**src/rtl/timer_nivel2.sv**
```systemverilog
// Three-digit BCD countdown timer (M:SS) with serial digit loading.
// Digits shift in from the seconds side; counting stops at 0:00.
module timer_nivel2 (
  input  logic [3:0] data,
  input  logic       enable,
  input  logic       CLK,
  input  logic       loadn,
  input  logic       clearn,
  output logic       timer_done,
  output logic [3:0] secs,
  output logic [3:0] tens_secs,
  output logic [3:0] minutes
);

  logic [3:0] r_secs;
  logic [3:0] r_tens;
  logic [3:0] r_min;

  logic [3:0] w_secs_load;
  logic [3:0] w_tens_load;
  logic       w_zero;

  // Clamp on the way in so every reachable state is a legal BCD count.
  assign w_secs_load = (data > 4'd9) ? 4'd9 : data;
  assign w_tens_load = (r_secs > 4'd5) ? 4'd5 : r_secs;
  assign w_zero      = (r_min == 4'd0) && (r_tens == 4'd0) && (r_secs == 4'd0);

  always_ff @(posedge CLK or negedge clearn) begin
    if (!clearn) begin
      r_secs <= 4'd0;
      r_tens <= 4'd0;
      r_min  <= 4'd0;
    end else if (!loadn) begin
      r_min  <= r_tens;
      r_tens <= w_tens_load;
      r_secs <= w_secs_load;
    end else if (enable && !w_zero) begin
      if (r_secs != 4'd0) begin
        r_secs <= r_secs - 4'd1;
      end else begin
        r_secs <= 4'd9;
        if (r_tens != 4'd0) begin
          r_tens <= r_tens - 4'd1;
        end else begin
          r_tens <= 4'd5;
          r_min  <= r_min - 4'd1;
        end
      end
    end
  end

  assign secs       = r_secs;
  assign tens_secs  = r_tens;
  assign minutes    = r_min;
  assign timer_done = w_zero;

endmodule

```
**config.mk**
```make
export PLATFORM = sky130hd
export DESIGN_NAME = timer_nivel2
export DESIGN_NICKNAME = d
export VERILOG_FILES = /design/src/rtl/timer_nivel2.sv
export SDC_FILE = /design/constraint.sdc
export NUM_CORES = 1
export LEC_CHECK = 0
export ABC_AREA = 1
export BUFFER_PORTS_ARGS = -buffer_cell sky130_fd_sc_hd__buf_2
export CAP_MARGIN = 20
export CORE_ASPECT_RATIO = 1.4
export CORE_MARGIN = 1.5
export CORE_UTILIZATION = 30
export DETAILED_ROUTE_END_ITERATION = 7
export PLACE_DENSITY_LB_ADDON = 0.2
export SLEW_MARGIN = 20
export SYNTH_ARGS = -nofsm -noshare
export SYNTH_HDL_FRONTEND = slang
export SYNTH_SLANG_ARGS = --single-unit
export TNS_END_PERCENT = 10
```
**constraint.sdc**
```tcl
create_clock -name CLK -period 2.9 [get_ports CLK]
set_clock_uncertainty 0.1 [all_clocks]
set_input_delay 0.145 -clock CLK [delete_from_list [all_inputs] [get_ports CLK]]
set_output_delay 0.145 -clock CLK [all_outputs]
set_load 0.05 [all_outputs]
```
==> metrics.md <==
| Metric | Value |
|---|---|
| Max_cap viols | 0 |
| Worst-margin pin slew | 518 ps |
| Hold Crit Class | input pin to flip-flop |
| First-pass GRT wire length | 3710 µm |
| Reg2Reg Depth | 9 |
| Unrepaired setup endpoints after global routing | false |
| Clock sinks | 12 |
| CP max stage cell | dfrtp_1 |
| Syn nets | 146 |
| Combinational cell fraction of total power | 51.3% |
| Worst VDD drop | 0.000333 V |
| Vias/cell | 4.63 |
| DRT iter0 DRCs | 13 |
| Critical path's most frequent cell | inv_1 |
| Period utilisation layout | 63.2% |
| Area leader, netlist | dfrtp_1 |
| Hold Crit Start | data[1] |
| DRC errors left | 0 |
| ANT cells | 0 |
| Clock power frac | 20.6% |
| Cells after synthesis | 136 |
| Place WS | 1330 ps |
| WL final | 2220 µm |
| Critical-path maximum fanout | 4 |
| Mapped cell area | 965 µm² |
| Max Transition Viols Final | 0 |
| P_int | 460 µW |
| F_max | 546 MHz |
| PwrDens | 802 nW/µm² |
| Avg Cell Area, Syn | 7.09 µm² |
| Die width | 50.9 µm |
| Crit-path max cell delay | 400 ps |
| Largest cells by area after synthesis | dfrtp_1 (31%), nand2_1 (19%), nand3_1 (9.3%) |
| Seq/Total Area, Yosys | 31.1% |
| WL per Instance | 11.3 µm |
| Critical Path Source Type | flip-flop |
| Final-stage net count | 168 |
| Layout cell share with drive strength beyond 1 | 31.8% |
| Initial antenna violation count | 0 |
| All-Layer GR Usage | 13.6% |
| Largest net degree at the start of global routing | 28 |
| Hold depth | 5 |
| Required time worst endpoint | 2650 ps |
| PortBufs | 20 |
| Synth async-reset ratio | 100% |
| Vias in the first global route | 853 |
| Worst hold slack | 110 ps |
| Io pins | 21 |
| DIE HEIGHT | 70.1 µm |
| GR Util met1 | 15.2% |
| Die Area | 3570 µm² |
| Synth Register Bits | 12 |
| # H-tree levels | 1 |
| FF-to-FF Start | minutes[0] |
| Relative slew slack | 65.5% |
| Row cnt | 24 |
| Sw power | 466 µW |
| Warnings from Yosys | 0 |
| EDFF count, synth | 0 |
| Outcome | finished, final reports clean |
| R2r setup slk | 1360 ps |
| Worst hold endpoint | secs[1] |
| Top-area cell type share of the netlist area | 31.1% |
| Met3 Track Usage GR | 2.99% |
| Drt pass-1 iters | 4 |
| CP Capture Type | primary output |
| CTS Buffer Depth | 2 |
| Synth top cells by count | nand2_1 (50), nand3_1 (18), dfrtp_1 (12) |
| DP Wirelength | 1770 µm |
| Final hold viol count | 0 |
| Crit path kind | flip-flop to primary output |
| Core area | 3090 µm² |
| Global Route met2 Usage | 23.5% |
| Switching Share | 50.3% |
| Reg2reg end | secs[3] |
| Final setup margin | 1070 ps |
| Post-synth top flop | dfrtp_1 |
| Later-pin clock latency in the skew report | 240 ps |
| Reg power frac | 28.1% |
| Critical Path, Cell by Cell | inv_1 -> ha_1 -> nand3_4 -> nor2_2 -> nand2_2 -> inv_1 -> buf_2 |
| Synth unique cells | 22 |
| Tot Pwr | 925 µW |
| GR peak layer | met2 |
| TNS Setup | 0 ps |
| P_leak | 0.628 nW |
| DRT antenna net count | 0 |
| Final min period | 1830 ps |
| CTS tree | built |
| GRT overflow | 0 |
| # setup viols final | 0 |
| CTS buffer count | 3 |
| Vias | 908 |
| Critical Path AT | 1590 ps |
| Root Buffer | clkbuf_8 |
| Area Overhead vs Synth | 19.6% |
| Initial Util | 31.2% |
| Worst-path clk slew | 60 ps |
| Most numerous cell in the Yosys netlist | nand2_1 |
| RD Place Congestion | 0.852 |
[worst max-delay path, delay by kind of cell (launching register included)]
family | cells | cell delay [ps]
DFF | 1 | 400
adders and majority gates | 1 | 210
and+or+nand+nor | 3 | 320
buffers and inverters | 3 | 420
[routing by layer]
layer	vias to the layer above	routed length (µm)
met5	-	0
li1	476	-
met3	6	71
met1	406	932
met4	0	37
met2	20	1180
[power by group through the flow]
stage | sequential [mW] | combinational [mW] | clock [mW]
floorplan | 0.391 | 0.251 | 0
global placement | 0.262 | 0.477 | 0
detailed placement | 0.263 | 0.481 | 0
CTS | 0.260 | 0.483 | 0.197
global route | 0.268 | 0.520 | 0.201
finish | 0.260 | 0.475 | 0.190
[timing repair]
| action | CTS | global route |
|---|---|---|
| setup buffers | 0 | 0 |
| hold buffers | 1 | 0 |
| endpoints found under the hold margin | 12 | 0 |
| gates resized for setup | 0 | 0 |
[logic make-up (layout without fill, tap and decap cells)]
logic type,count (synthesis),after routing,share of synthesized area (%)
fa+ha+maj,2,2,2.59
flops,12,12,31.1
buf+inv,19,40,8.43
compound gates,12,12,7.26
simple gates,91,91,50.6
[placed cells by master, fill, tap and decap left out, types with 3 or more instances in the layout]
master    count
nand2_4       4
o21ai_0       9
dfrtp_1      12
buf_2        20
nand2_1      50
nor2_1        3
nand2_2       7
inv_1         9
inv_2         6
nand3_1      18
clkbuf_8      4
[sequential cells by signal, indices dropped and copies added, names as in the netlist]
name       flops
minutes        4
secs           4
tens_secs      4
[per-stage QoR]
step	instance area, µm²	instances	utilization [%]
after floorplan	965	136	-
final	1150	196	37.3
after detailed placement	1090	191	35.2
after global placement	1090	191	35.2
after global routing	1150	196	37.3
after CTS	1150	196	37.3
[worst max-delay path by stage]
stage	startpoint	to	slack, ps	cells past startpoint
after CTS	minutes[0]	timer_done	1050	7
after detailed placement	minutes[0]	timer_done	1330	7
final	minutes[0]	timer_done	1070	7
after global placement	minutes[0]	timer_done	1360	7
after floorplan	minutes[0]	timer_done	1100	6
after global routing	minutes[0]	timer_done	940	7
[final cells by class]
class / count / area (µm²)
fill: 346 / 1940
multi-input combinational: 105 / 583
sequential: 12 / 300
timing repair buffer: 21 / 110
inverter: 15 / 56.3
clock buffer: 4 / 55.1
tap: 39 / 48.8
Note: power is estimated with default switching activity, not from simulation.
